===== src/rtl/nubus_pkg.sv =====
// nubus_pkg: shared FSM states, ACK status codes and address-space constants for the NuBus slave
package nubus_pkg;
  typedef enum logic [1:0] {IDLE, REQ, WAIT, ACK} state_e;
  localparam logic [1:0] ST_COMPLETE = 2'b11;
  localparam logic [1:0] ST_ERROR    = 2'b10;
  localparam logic [1:0] ST_TIMEOUT  = 2'b01;
  localparam logic [1:0] ST_TRYAGAIN = 2'b00;
  localparam logic [3:0] STD_SPACE   = 4'hF;
endpackage


===== src/rtl/nubus_slot_decode.sv =====
// nubus_slot_decode: address/slot hit decode; superslot space decoded only with NUBUS_SUPERSLOT_EN
module nubus_slot_decode
  import nubus_pkg::*;
(
  input  logic [7:0] addr_hi_i,
  input  logic [3:0] slot_i,
  output logic       hit_o,
  output logic       myslot_o
);
  logic std_hit;
  logic super_hit;
  assign std_hit = (addr_hi_i[7:4] == STD_SPACE) && (addr_hi_i[3:0] == slot_i);
`ifdef NUBUS_SUPERSLOT_EN
  assign super_hit = (addr_hi_i[7:4] == slot_i) && (slot_i != 4'h0) && (slot_i != 4'hF);
`else
  assign super_hit = 1'b0;
`endif
  assign hit_o    = std_hit | super_hit;
  assign myslot_o = std_hit;
endmodule


===== src/rtl/nubus_slave_fsm.sv =====
// nubus_slave_fsm: NuBus slave transaction controller (START decode, local handshake, ACK with status); optional NUBUS_SUPERSLOT_EN
module nubus_slave_fsm
  import nubus_pkg::*;
#(
  parameter int TIMEOUT   = 255,
  parameter int MIN_WAIT  = 0,
  parameter int TIMEOUT_W = 16
) (
  input  logic        clk,
  input  logic        reset,
  input  logic [3:0]  nub_idn,
  input  logic        nub_startn,
  input  logic        nub_tm0n,
  input  logic        nub_tm1n,
  input  logic [31:0] nub_adn,
  output logic        nub_ackn_o,
  output logic        nub_tm0n_o,
  output logic        nub_tm1n_o,
  output logic        nub_oe,
  output logic        slave,
  output logic        tm1ln,
  output logic        myslot,
  output logic        mem_valid,
  output logic        mem_write,
  output logic [31:0] mem_addr,
  input  logic        mem_ready,
  input  logic        mem_error
);
  localparam logic [TIMEOUT_W-1:0] TO_LAST  = TIMEOUT_W'(TIMEOUT - 1);
  localparam logic [TIMEOUT_W-1:0] WAIT_MIN = TIMEOUT_W'(MIN_WAIT + 1);
  state_e state_q, state_d;
  logic [TIMEOUT_W-1:0] cnt_q, cnt_d;
  logic [1:0] st_q, st_d, tm_q, tm_d;
  logic ackn_q, ackn_d, oe_q, oe_d, slave_q, slave_d, tm1ln_q, tm1ln_d;
  logic myslot_q, myslot_d, valid_q, valid_d, write_q, write_d;
  logic [31:0] addr_q, addr_d, addr;
  logic hit, hit_my;
  logic unused_tm0n;
  assign unused_tm0n = nub_tm0n;
  assign addr = ~nub_adn;
  nubus_slot_decode u_dec (
    .addr_hi_i (addr[31:24]),
    .slot_i    (~nub_idn),
    .hit_o     (hit),
    .myslot_o  (hit_my)
  );
  // next state and next registered outputs; ACK/TM drives default to released
  always_comb begin
    state_d  = state_q;
    cnt_d    = cnt_q;
    st_d     = st_q;
    tm_d     = 2'b11;
    ackn_d   = 1'b1;
    oe_d     = 1'b0;
    slave_d  = slave_q;
    tm1ln_d  = tm1ln_q;
    myslot_d = myslot_q;
    valid_d  = valid_q;
    write_d  = write_q;
    addr_d   = addr_q;
    unique case (state_q)
      IDLE: if (!nub_startn && hit) begin
        addr_d   = addr;
        write_d  = ~nub_tm1n;
        tm1ln_d  = nub_tm1n;
        myslot_d = hit_my;
        cnt_d    = '0;
        slave_d  = 1'b1;
        valid_d  = 1'b1;
        state_d  = REQ;
      end
      REQ: begin
        cnt_d = cnt_q + TIMEOUT_W'(1);
        if (mem_ready) begin
          valid_d = 1'b0;
          st_d    = mem_error ? ST_ERROR : ST_COMPLETE;
          state_d = WAIT;
        end else if (cnt_q == TO_LAST) begin
          valid_d = 1'b0;
          st_d    = ST_TIMEOUT;
          tm_d    = ST_TIMEOUT;
          ackn_d  = 1'b0;
          oe_d    = 1'b1;
          state_d = ACK;
        end
      end
      WAIT: begin
        cnt_d = cnt_q + TIMEOUT_W'(1);
        if (cnt_q >= WAIT_MIN) begin
          tm_d    = st_q;
          ackn_d  = 1'b0;
          oe_d    = 1'b1;
          state_d = ACK;
        end
      end
      ACK: begin
        slave_d = 1'b0;
        state_d = IDLE;
      end
    endcase
  end
  // state and output registers, cleared asynchronously
  always_ff @(posedge clk or posedge reset) begin
    if (reset) begin
      state_q  <= IDLE;
      cnt_q    <= '0;
      st_q     <= ST_COMPLETE;
      tm_q     <= 2'b11;
      ackn_q   <= 1'b1;
      oe_q     <= 1'b0;
      slave_q  <= 1'b0;
      tm1ln_q  <= 1'b0;
      myslot_q <= 1'b0;
      valid_q  <= 1'b0;
      write_q  <= 1'b0;
      addr_q   <= '0;
    end else begin
      state_q  <= state_d;
      cnt_q    <= cnt_d;
      st_q     <= st_d;
      tm_q     <= tm_d;
      ackn_q   <= ackn_d;
      oe_q     <= oe_d;
      slave_q  <= slave_d;
      tm1ln_q  <= tm1ln_d;
      myslot_q <= myslot_d;
      valid_q  <= valid_d;
      write_q  <= write_d;
      addr_q   <= addr_d;
    end
  end
  assign nub_ackn_o = ackn_q;
  assign nub_tm1n_o = tm_q[1];
  assign nub_tm0n_o = tm_q[0];
  assign nub_oe     = oe_q;
  assign slave      = slave_q;
  assign tm1ln      = tm1ln_q;
  assign myslot     = myslot_q;
  assign mem_valid  = valid_q;
  assign mem_write  = write_q;
  assign mem_addr   = addr_q;
endmodule


===== config.mk =====
export PLATFORM = sky130hd
export DESIGN_NAME = nubus_slave_fsm
export DESIGN_NICKNAME = d
export VERILOG_FILES = /design/src/rtl/nubus_pkg.sv /design/src/rtl/nubus_slot_decode.sv /design/src/rtl/nubus_slave_fsm.sv
export SDC_FILE = /design/constraint.sdc
export NUM_CORES = 1
export LEC_CHECK = 0
export ABC_CLOCK_PERIOD_IN_PS = 2800
export CORE_MARGIN = 2
export CORE_UTILIZATION = 47
export DETAILED_ROUTE_END_ITERATION = 10
export PLACE_DENSITY = 0.8
export SYNTH_ARGS = -nofsm -noshare
export SYNTH_HDL_FRONTEND = slang
export SYNTH_SLANG_ARGS = --single-unit

===== constraint.sdc =====
create_clock -name clk -period 2.8 [get_ports clk]
set_input_delay 0.56 -clock clk [delete_from_list [all_inputs] [get_ports clk]]
set_output_delay 0.56 -clock clk [all_outputs]
set_load 0.1 [all_outputs]

* Word level (Yosys, flattened, before mapping)
Cells that the tools add are included.
Operators by class: $add $sub $neg 1, multipliers 0, div/mod/pow operators 0, magnitude comparators 1, eq/ne operators 9, shifts and indexed selects 0, multiplexer cells 27, bitwise logic cells 3, reduce and logical (&&, ||, !) cells 15
Operators with widths (number):
- $not A32 Y32 | 1
- $pmux W16 S2 | 1
- $mux W2 | 9
- $add A16 B1 Y16 const B | 1
- $eq A16 B8 Y1 const B | 1
- $ge A16 B1 Y1 const B | 1
- $mux W16 | 1
- $mux W1 | 10
- $pmux W1 S2 | 4
- $pmux W2 S4 | 1
- $reduce_and A2 Y1 | 4
- $reduce_bool A2 Y1 | 4
- $reduce_and A3 Y1 | 2
- $eq A2 B2 Y1 const B | 2
- $eq A4 B4 Y1 | 1
- $eq A4 B4 Y1 const B | 1
- $ne A2 B2 Y1 const B | 2
- $not A4 Y4 | 1
- $pmux W2 S2 | 1
- $ne A3 B3 Y1 const B | 1
- $eq A2 B1 Y1 const B | 1
- $logic_and A1 B1 Y1 | 2
- $logic_not A2 Y1 | 1
- $reduce_or A2 Y1 | 1
- 2 further kinds | 2
Word-level totals: register bits after elaboration 61, bits in latches 0, memory bits (writable) 0, ROM bits 0, input bits 43, output and inout bits 41, logic and storage cells 68, memories kept 0

* Logic depth before layout (Yosys ltp)
Gate-level depths: netlist of run 1.
depth after elaboration 6, mapped depth 8, mapped depth without buffers 7

* By module
From an unflattened synthesis of run 1, not the netlist that was laid out.
Unflattened totals: cell total of the unflattened synthesis 282, area total of the unflattened synthesis 2788.9 um2
By module, submodules not included:
- nubus_slave_fsm | times used 1, cells each 274, area an instance 2725.1 um2, seq. area each 1532.7 um2
- nubus_slot_decode | times used 1, cells each 8, area an instance 63.8 um2, seq. area each 0.0 um2

* Worst setup path before layout of run 1
No wires, ideal clock.
kind in2reg, start point input nub_adn[29], end point register valid_q, in the netlist mem_valid, setup time 0.067 ns, arrival 1.990 ns, data required time 2.733 ns, slack 0.742 ns, cell stages on the path 7, buffers on the path 2, cell sequence or4_1 nor2_1 nand4_1 clkbuf_1 clkbuf_1 a21oi_1 o21a_1
Between the ends: word-level cells in the longest chain between the ends 6
RTL lines:
- start: declaration | RTL line nubus_slave_fsm.sv:15 | input logic [31:0] nub_adn,
- $not A32 Y32 | RTL line nubus_slave_fsm.sv:40 | assign addr = ~nub_adn;
- $eq A4 B4 Y1 | RTL line nubus_slot_decode.sv:12 | assign std_hit = (addr_hi_i[7:4] == STD_SPACE) && (addr_hi_i[3:0] == slot_i);
- $logic_and A1 B1 Y1 | RTL line nubus_slot_decode.sv:12
- $logic_and A1 B1 Y1 | RTL line nubus_slave_fsm.sv:62 | IDLE: if (!nub_startn && hit) begin
- $ne A2 B2 Y1 (no source line)
- $reduce_and A3 Y1 (no source line)
- end signal: assignment | RTL line nubus_slave_fsm.sv:127 | valid_q <= valid_d;
- end: declaration | RTL line nubus_slave_fsm.sv:35 | logic myslot_q, myslot_d, valid_q, valid_d, write_q, write_d;
Every way passes these cells. A chain may end at the register's enable or synchronous reset.

* Worst setup path after layout of run 1
start point input nub_adn[29], end point register state_q[0]
Between the ends: word-level cells in the longest chain between the ends 6
RTL lines:
- $not A32 Y32 | RTL line nubus_slave_fsm.sv:40
- $eq A4 B4 Y1 | RTL line nubus_slot_decode.sv:12
- $logic_and A1 B1 Y1 | RTL line nubus_slot_decode.sv:12
- $logic_and A1 B1 Y1 | RTL line nubus_slave_fsm.sv:62
- $ne A2 B2 Y1 (no source line)
- $reduce_and A3 Y1 (no source line)
- end signal: assignment | RTL line nubus_slave_fsm.sv:118 | state_q <= state_d;
- end: declaration | RTL line nubus_slave_fsm.sv:31 | state_e state_q, state_d;
Every way passes these cells.

==> results of run 1 <==
## power groups by stage
stage                     clock network, W  logic, W  registers [W]
after floorplan                          0  0.000668        0.00150
after global placement                   0   0.00140        0.00113
after detailed placement                 0   0.00143        0.00113
after CTS                         0.000782   0.00144        0.00112
after global routing              0.000832   0.00157        0.00114
final                             0.000768   0.00143        0.00112
## layer usage
layer,global-route usage [%],part of all wire [%],vias up
met2,35.5,47,84
met1,26.5,43,1126
met4,7.63,1.9,0
met5,0,0,-
li1,-,-,1164
met3,5.96,7.8,14
## layout make-up
type	count	area, µm²	share of cell area (%)
repair buffers	90	778	20.7
inverters	9	33.8	0.896
well taps	72	90.1	2.39
flip-flops and latches	61	1530	40.7
multi-input cells	194	1130	30.1
clock inverters	6	62.6	1.66
clock buffers	10	138	3.65
## synth_stat cells, drive strengths merged, types with 4 or more instances
library cell,count,area share [%]
xor2,4,1.3
ha,8,3.6
nor3,5,0.91
dfstp,5,4.8
nand2,41,5.8
dfrtp,56,51
and2,4,0.95
clkbuf,11,1.6
a31oi,4,0.91
nor2,13,1.8
o31ai,6,1.6
a21oi,4,0.73
or4,4,1.4
nand3,17,3.3
o21ai,48,8.7
inv,9,1.2
nand2b,6,1.4
nand4,5,1.1
## worst min path at each step
stage,to,slack [ns],depth (start not counted),startpoint
3_3_place_gp,st_q[0]$_DFFE_PP1P_,0.44,2,st_q[0]$_DFFE_PP1P_
4_1_cts,myslot$_DFFE_PP0P_,0.47,1,myslot$_DFFE_PP0P_
2_1_floorplan,st_q[0]$_DFFE_PP1P_,0.43,2,st_q[0]$_DFFE_PP1P_
3_5_place_dp,mem_addr[30]$_DFFE_PP0P_,0.45,1,mem_addr[30]$_DFFE_PP0P_
5_1_grt,mem_addr[30]$_DFFE_PP0P_,0.49,1,mem_addr[30]$_DFFE_PP0P_
6_report,mem_addr[30]$_DFFE_PP0P_,0.47,1,mem_addr[30]$_DFFE_PP0P_
## registers in the layout, indices dropped and copies added, names as in the netlist
| register | cells |
|---|---|
| tm1ln | 1 |
| mem_valid | 1 |
| nub_ackn_o | 1 |
| st_q | 2 |
| mem_addr | 32 |
| mem_write | 1 |
| tm_q | 2 |
| myslot | 1 |
| cnt_q | 16 |
| slave | 1 |
| state_q | 2 |
| nub_oe | 1 |
## cells by family (layout without fill, tap and decap cells)
family,after synthesis,in the layout,synth area share [%]
AND/OR/NAND/NOR,103,103,18.6
AO/OA/AOI/OAI,76,76,16.5
flip-flops,61,61,55.7
buffers and inverters,21,115,3.14
adder cells (fa/ha/maj),8,8,3.64
XOR/XNOR,4,4,1.27
multiplexers,3,3,1.14
## through the flow
stage | total power [W] | hold WS (ns) | area [µm²] | utilization (%)
4_1_cts | 0.00333 | 0.472 | 3770 | 67.6
6_report | 0.00332 | 0.466 | 3770 | 67.6
5_1_grt | 0.00354 | 0.487 | 3770 | 67.6
3_3_place_gp | 0.00253 | 0.443 | 3570 | 64.0
2_1_floorplan | 0.00217 | 0.434 | 2750 | -
3_5_place_dp | 0.00256 | 0.454 | 3570 | 64.0
## critical path: cells and delay by family
kind                   cells  cell delay, ns
buffers and inverters      2            0.59
AND/OR/NAND/NOR            3            0.84
AO/OA/AOI/OAI              2            0.49
==> out/metrics.yaml, run 1 <==
worst_setup_path:
  cp_max_fo: 10
  crit_start: "nub_adn[29]"
  r2r_end: "state_q[0]$_DFFE_PP0P_"
  cp-end-kind: "flop"
  critPathArrivalTime_ns: 2.50
  critPathLaunchType: "input port"
  worst_ep_required_time_ns: 3.04
  rrSetupSlack_ns: 0.70
  crit_end: "state_q[0]$_DFFE_PP0P_"
  worst_path_max_delay_cell: "or4_1"
  cp_cell_sequence: "clkdlybuf4s50_1 > or4_1 > nor2_1 > a31o_2 > buf_4 > nand3_2 > a221oi_2"
  path_class: "input port to flop"
  worstReg2RegStart: "cnt_q[10]$_DFFE_PP0P_"
  r2r_cells: 5
  max_stage_delay_ns: 0.53
floorplan:
  ios: 84
  num_rows: 27
  fp.dieW_um: 80.5
  core_mm2: 0.00557
  start_util_pct: 49.4
  dieArea_mm2: 0.00649
  die_h_um: 80.5
placement:
  port_buffers: 82
  dp.final_hpwl_um: 4760
  gp_congestion: 0.865
  dpl_worst_slack_ns: 0.214
  dp_cells: 426
synth:
  synth_nets: 327
  avgSynthCellArea_um2: 9.97
  ys_async_sr_fraction_pct: 100
  yosysWarnings: 0
  synth_top_flop_cell: "dfrtp_1"
  synth.ff_latch_count: 61
  synthDistinctLibCells: 46
  synth_edf_count: 0
  ys_seq_area_share_pct: 55.7
  syn_inst: 276
  synth_area_mm2: 0.00275
timing:
  fin_ws_ns: 0.540
  tightest_slew_ns: 0.635
  max_freq_ghz: 0.443
  fin_crit_ns: 2.26
  period_share_pct: 80.7
  slew-limit-headroom_pct: 57.6
  slew_viol_final: 0
  rsz0062_at_grt: "false"
  setup_tns_ns: 0
  finalHoldViolations: 0
  setup_viol: 0
  fin_worst_skew_ns: 0.00594
run:
  drv_cap: 0
clocking:
  htreeDepth: 3
  cts_buffer_depth: 2
  clkLatencyLatePin_ns: 0.33
  ctsHoldBuffers: 0
  cts.reportedPaths.clkPinSlew_ns: 0.07
  tritoncts: "built"
  cts_made_buffers: 9
  cts-root-buf: "clkbuf_8"
  cts_sinks: 61
  post_cts_resized: 0
  cts_setup_buffers: 0
pwr:
  pwr-share-comb_pct: 43.2
  seqPwrFrac_pct: 33.7
  p_leak_nw: 1.75
  netSwitchingFraction_pct: 42.5
  power.internal_w: 0.00191
  irDropWorstVdd_uv: 520
  switchingPower_w: 0.00141
  clockPowerShare_pct: 23.2
  p_per_area_mw_per_mm2: 880
global_route:
  grt_pass1_vias: 2301
  antenna_found_initial: 0
  grt_max_degree: 40
  grt_overflow: 0
  track_usage_pct: 21.3
  grt_pass1_wl_um: 10700
status:
  status: "finished clean"
drt:
  via_per_inst: 5.40
  route.detailed.drc: 0
  ant_nets: 0
  vias: 2388
  drt_iter0_markers: 68
  drt-wirelength-per-cell_um: 14.7
  dr.pass1.iters: 4
  drt-total-wl_um: 6520
layout:
  fillers: 406
  final_common_cell: "dfrtp_1"
  final_cell_mix: "56 x dfrtp_1, 49 x buf_4, 41 x clkdlybuf4s50_1"
  fin_nets: 416
  stdcell_count: 442
  areaGrowthSynthToFinish_pct: 36.9
  drive_gt1_share_pct: 22.2
  diodes: 0
worst_hold_path:
  hold_class: "flop to flop"
No activity file was read; power rests on OpenSTA's default activity.
==> run 2: changes to the inputs <==
- ABC_CLOCK_PERIOD_IN_PS: 2800 -> 1900
- CORE_UTILIZATION: 47 -> 42
- PLACE_DENSITY: 0.8 -> 0.76
- clock period: 2.8 -> 1.9 ns (I/O delays scaled with it)
==> run 2 against run 1 <==
  * The flow now finishes with violations (setup timing)
  * Wire length up 7.8%
  * First-iteration DRC count up 26%
  * Clock skew up 0.0028 ns
  * Global-route usage down 0.83 points
  * Critical path depth down 2
  * Critical path type is now flop to flop
  * Non-clock buffer count up 28
  * Largest cell class unchanged
  * Register-to-register slack worse by 0.77 ns
==> out/metrics.yaml, run 2 (same netlist as run 1, synthesis figures left out) <==
timing:
  rsz0062_at_grt: "true"
  setup_viol: 2  # +2
  slew-limit-headroom_pct: 66.4  # +8.8 points
  finalHoldViolations: 0  # unchanged
  hold_ws_ns: 0.414  # -0.0528 ns
  fin_ws_ns: -0.0691  # -0.609 ns
  slew_viol_final: 0  # unchanged
  fin_worst_skew_ns: 0.00873  # +0.00278 ns
  fin_crit_ns: 1.97
  tightest_slew_ns: 0.500  # -0.134 ns
  max_freq_ghz: 0.508
  period_share_pct: 104
clocking:
  cts.reportedPaths.clkPinSlew_ns: 0.07  # about the same
  cts_made_buffers: 9  # unchanged
  clkLatencyLatePin_ns: 0.34  # about the same
  htreeDepth: 3  # unchanged
  cts-root-buf: "clkbuf_8"
  cts_buffer_depth: 2  # unchanged
  cts_sinks: 61  # unchanged
  tritoncts: "built"
global_route:
  antenna_found_initial: 0  # unchanged
  grt_pass1_wl_um: 11800  # +10%
  grt_max_degree: 62  # +55%
  track_usage_pct: 20.5  # -0.83 points
  grt_overflow: 0  # unchanged
  grt_pass1_vias: 2453  # +6.6%
floorplan:
  die_h_um: 85.0  # +5.5%
  ios: 84  # unchanged
  num_rows: 29  # +7.4%
  core_mm2: 0.00635  # +14%
  fp.dieW_um: 85.0  # +5.5%
  dieArea_mm2: 0.00722  # +11%
  start_util_pct: 43.3  # -6.0 points
worst_setup_path:
  cp_cell_sequence: "or4_4 > or4_4 > nand2_2 > nand3_2 > a221oi_2"
  critPathLaunchType: "flop"
  cp-end-kind: "flop"
  worst-path-buf-inv: 0  # -2
  critPathArrivalTime_ns: 2.22  # -0.28 ns
  r2r_cells: 5  # unchanged
  worst_path_max_delay_cell: "or4_4"
  critPathMostFrequentCell: "or4_4"
  worst_ep_required_time_ns: 2.15  # -0.89 ns
  path_class: "flop to flop"
  cp_max_fo: 3  # -7
  cp.depth: 5  # -2
  rrSetupSlack_ns: -0.07  # -0.77 ns
  critPathTopFamily: "simple AND/OR/NAND/NOR gates"
  max_stage_delay_ns: 0.55  # +0.02 ns
drt:
  dr.pass1.iters: 4  # unchanged
  drt_iter0_markers: 86  # +26%
  ant_nets: 0  # unchanged
  vias: 2551  # +6.8%
  via_per_inst: 5.37  # -0.60%
  route.detailed.drc: 0  # unchanged
  drt-total-wl_um: 7020  # +7.8%
  drt-wirelength-per-cell_um: 14.8  # +0.29%
pwr:
  p_per_area_mw_per_mm2: 1280  # +46%
  irDropWorstVdd_uv: 791  # +52%
  p_leak_nw: 1.96  # +12%
  power.total_w: 0.00535  # +61%
layout:
  final_common_cell: "buf_4"
  diodes: 0  # unchanged
  final_cell_mix: "67 x buf_4, 56 x dfrtp_1, 41 x clkdlybuf4s50_1"
  areaGrowthSynthToFinish_pct: 51.4
  largest_register_ffs: 32  # unchanged
  drive_gt1_share_pct: 30.2  # +8.0 points
  fin_nets: 444  # +6.7%
  stdcell_area_mm2: 0.00417  # +11%
placement:
  port_buffers: 82  # unchanged
  gp_congestion: 0.808  # -6.6%
  dp.final_hpwl_um: 4970  # +4.4%
  dpl_worst_slack_ns: -0.456  # -0.670 ns
  place_area_mm2: 0.00385  # +8.0%
worst_hold_path:
  hold_class: "input port to asynchronous set/reset pin"
status:
  violations: "setup timing"
  status: "finished with violations"
run:
  drv_cap: 0  # unchanged
-- run 2: layout make-up --
type                    instances  area, µm²
fillers                       486       2180
flip-flops and latches         61       1530
multi-input cells             194       1200
repair buffers                118       1100
clock buffers                  11        151
well taps                      77       96.3
clock inverters                 5       58.8
inverters                       9       33.8
-- run 2: stage by stage --
step,cells,setup TNS [ns],utilization (%)
5_1_grt,475,-0.284,65.6
3_5_place_dp,455,-17.12,60.7
3_3_place_gp,455,-15.31,60.7
6_report,475,-0.0887,65.6
2_1_floorplan,276,-0.106,-
4_1_cts,473,-0.117,64.7
-- run 2: repair_timing --
action	4_1_cts	5_1_grt
pin swaps	2	1
hold buffers	0	0
setup endpoints to repair	7	49
buffers inserted	2	2
gates cloned	0	0
gates resized for setup	5	19
-- run 2: path summary, 6_finish.rpt --
kind	to	start
setup / recovery	state_q[0]$_DFFE_PP0P_	cnt_q[10]$_DFFE_PP0P_
hold / removal	mem_addr[5]$_DFFE_PP0P_	reset
setup reg to reg	state_q[0]$_DFFE_PP0P_	cnt_q[10]$_DFFE_PP0P_
hold reg to reg	st_q[0]$_DFFE_PP1P_	st_q[0]$_DFFE_PP1P_
max in group asynchronous	tm_q[0]$_DFF_PP1_	reset
min in group clk	st_q[0]$_DFFE_PP1P_	st_q[0]$_DFFE_PP1P_
-- run 2: tightest hold or removal path, cell delays in order --
cell and delay [ns]:
clkdlybuf4s50_1 0.41, inv_2 0.07, buf_12 0.29
-- run 2: metal layers --
layer	GRT usage [%]	wire, µm	up-vias
li1	-	-	1221
met1	27.9	3160	1220
met2	32.1	3310	101
met3	4.86	450	9
met4	7.50	106	0
met5	0	0	-
-- run 2: where the power goes --
group          internal [W]  leakage, nW  switching, W
Sequential          0.00150        0.816      0.000136
Combinational      0.000946         1.04       0.00157
Clock              0.000676        0.102      0.000521
Total               0.00312         1.96       0.00223
==> run 3: changes to the inputs <==
- ABC_AREA: unset -> 0
- CORE_UTILIZATION: 42 -> 55
- DONT_BUFFER_PORTS: unset -> 1
- PLACE_DENSITY: 0.76 -> 0.73
==> run 3 against run 2 <==
  * The run still ends with setup timing left
  * Non-clock buffer count is 53 lower
  * Register-to-register slack worse by 0.04 ns
  * Power hardly changed
  * Clock power is 20% higher
  * Final area is 14% lower
  * Largest cell class unchanged
==> out/metrics.yaml, run 3 (same netlist as run 1, synthesis figures left out) <==
placement:
  gp_congestion: 0.853  # +5.6%
  port_buffers: 0  # -100%
  dp.final_hpwl_um: 4040  # -19%
drt:
  drt-wirelength-per-cell_um: 15.3  # +3.5%
  dr.pass1.iters: 4  # unchanged
  drt_iter0_markers: 196  # +130%
  ant_nets: 0  # unchanged
  route.detailed.drc: 0  # unchanged
  drt-total-wl_um: 6300  # -10%
  vias: 2301  # -9.8%
  via_per_inst: 5.58  # +4.0%
worst_setup_path:
  worst_path_max_delay_cell: "or4_4"
  cp_max_fo: 3  # unchanged
  worstReg2RegStart: "cnt_q[14]$_DFFE_PP0P_"
  worst_ep_required_time_ns: 2.17  # +0.02 ns
  rrSetupSlack_ns: -0.11  # -0.04 ns
  worst-path-buf-inv: 0  # unchanged
  cp_cell_sequence: "or4_4 > or4_4 > o21ai_2 > nand3_2 > a21o_1"
  r2r_end: "tm_q[1]$_DFF_PP1_"
  critPathArrivalTime_ns: 2.28  # +0.06 ns
  critPathTopFamily: "simple AND/OR/NAND/NOR gates"
  cp-end-kind: "flop"
  critPathLaunchType: "flop"
  max_stage_delay_ns: 0.59  # +0.04 ns
  critPathMostFrequentCell: "or4_4"
  r2r_cells: 5  # unchanged
  path_class: "flop to flop"
global_route:
  grt_pass1_vias: 2081  # -15%
  grt_overflow: 0  # unchanged
  grt_pass1_wl_um: 10000  # -15%
  grt_max_degree: 62  # unchanged
  track_usage_pct: 24.2  # +3.7 points
  antenna_found_initial: 0  # unchanged
pwr:
  power.total_w: 0.00535  # about the same
  p_leak_nw: 1.73  # -12%
  p_per_area_mw_per_mm2: 1490  # +16%
  irDropWorstVdd_uv: 805  # +1.8%
layout:
  final_common_cell: "buf_4"
  drive_gt1_share_pct: 29.3  # -0.88 points
  fin_util_pct: 75.1  # +9.4 points
  largest_register_ffs: 32  # unchanged
  fin_nets: 391  # -12%
  final_cell_mix: "61 x buf_4, 56 x dfrtp_1, 39 x nand2_1"
  diodes: 0  # unchanged
  areaGrowthSynthToFinish_pct: 30.5
clocking:
  cts_made_buffers: 9  # unchanged
  cts.reportedPaths.clkPinSlew_ns: 0.07  # about the same
  clkLatencyLatePin_ns: 0.34  # about the same
  cts_buffer_depth: 2  # unchanged
  tritoncts: "built"
  cts-root-buf: "clkbuf_8"
  cts_sinks: 61  # unchanged
  htreeDepth: 3  # unchanged
worst_hold_path:
  hold_path_end: "st_q[0]$_DFFE_PP1P_"
  min_from: "mem_ready"
  hold_class: "input port to flop"
  whs_path_depth: 1
floorplan:
  core_mm2: 0.00479  # -25%
  num_rows: 25  # -14%
  ios: 84  # unchanged
  start_util_pct: 57.5  # +14 points
  die_h_um: 74.7  # -12%
  fp.dieW_um: 74.7  # -12%
  dieArea_mm2: 0.00559  # -23%
timing:
  period_share_pct: 106  # +2.1 points
  fin_ws_ns: -0.108  # -0.0392 ns
  fin_crit_ns: 2.01  # +0.0392 ns
  finalHoldViolations: 0  # unchanged
  tightest_slew_ns: 0.905  # +0.404 ns
  max_freq_ghz: 0.498  # -2.0%
  fin_worst_skew_ns: 0.00986  # +0.00113 ns
  setup_viol: 4  # +2
  slew_viol_final: 0  # unchanged
  slew-limit-headroom_pct: 39.7  # -27 points
  rsz0062_at_grt: "true"
status:
  status: "finished with violations"
  violations: "setup timing"
run:
  drv_cap: 0  # unchanged
==> run 3: cell count changes in the layout (fill, tap and decap cells not counted), moves of 6 or more <==
cell / previous run / this run
buf_4: 67 / 61
o21ai_1: 22 / 16
o21ai_0: 24 / 31
clkdlybuf4s50_1: 41 / 0
buf_12: 8 / 2
==> run 3: layout make-up <==
class	count	area, µm²
Clock inverter	4	95.1
Tap cell	67	83.8
Clock buffer	12	155
Inverter	9	33.8
Multi-Input combinational cell	194	1170
Sequential cell	61	1530
Timing Repair Buffer	65	519
Fill cell	330	1190
==> run 3: worst max-delay path by stage <==
stage	start	depth (start not counted)	slack (ns)	to
floorplan	cnt_q[10]$_DFFE_PP0P_	5	-0.05	state_q[0]$_DFFE_PP0P_
global placement	cnt_q[10]$_DFFE_PP0P_	5	-0.06	tm_q[1]$_DFF_PP1_
detailed placement	cnt_q[10]$_DFFE_PP0P_	5	-0.09	tm_q[1]$_DFF_PP1_
CTS	cnt_q[9]$_DFFE_PP0P_	5	-0.09	state_q[0]$_DFFE_PP0P_
global route	cnt_q[9]$_DFFE_PP0P_	5	-0.20	state_q[0]$_DFFE_PP0P_
finish	cnt_q[14]$_DFFE_PP0P_	5	-0.11	tm_q[1]$_DFF_PP1_
==> run 3: layer usage <==
layer	up-vias	global-route usage [%]	wire length [µm]
li1	1116	-	-
met1	1068	31.3	2690
met2	96	37.8	2990
met3	21	4.95	432
met4	0	14.5	190
met5	-	0	0
==> run 3: worst reg2reg max path: stages (launching register included) <==
cell	delay, ns
dfrtp_1	0.37
or4_4	0.54
or4_4	0.59
o21ai_2	0.16
nand3_2	0.10
a21o_1	0.18
==> run 3: per-stage QoR <==
stage	cell area [µm²]	setup slack [ns]	setup TNS [ns]	std cells	hold slack, ns
6_report	3590	-0.108	-0.264	412	0.105
2_1_floorplan	2750	-0.0548	-0.106	276	0.434
3_3_place_gp	3260	-0.0603	-0.282	391	0.355
3_5_place_dp	3260	-0.0891	-1.52	391	0.356
4_1_cts	3540	-0.0866	-0.190	409	0.0993
5_1_grt	3590	-0.201	-0.607	412	0.106
==> run 3: power by group <==
| part | total [W] | internal (W) | switching [W] |
|---|---|---|---|
| clock | 0.00144 | 0.000941 | 0.000494 |
| combinational | 0.00206 | 0.000744 | 0.00131 |
| sequential | 0.00186 | 0.00151 | 0.000353 |
| total | 0.00535 | 0.00319 | 0.00216 |
==> run 3: timing repair <==
action,in CTS,in global routing
hold buffers,1,0
pin swaps,3,5
resized for setup,3,7
setup buffers,1,3
endpoints found under the setup margin,4,12
hold endpoints to repair,50,0
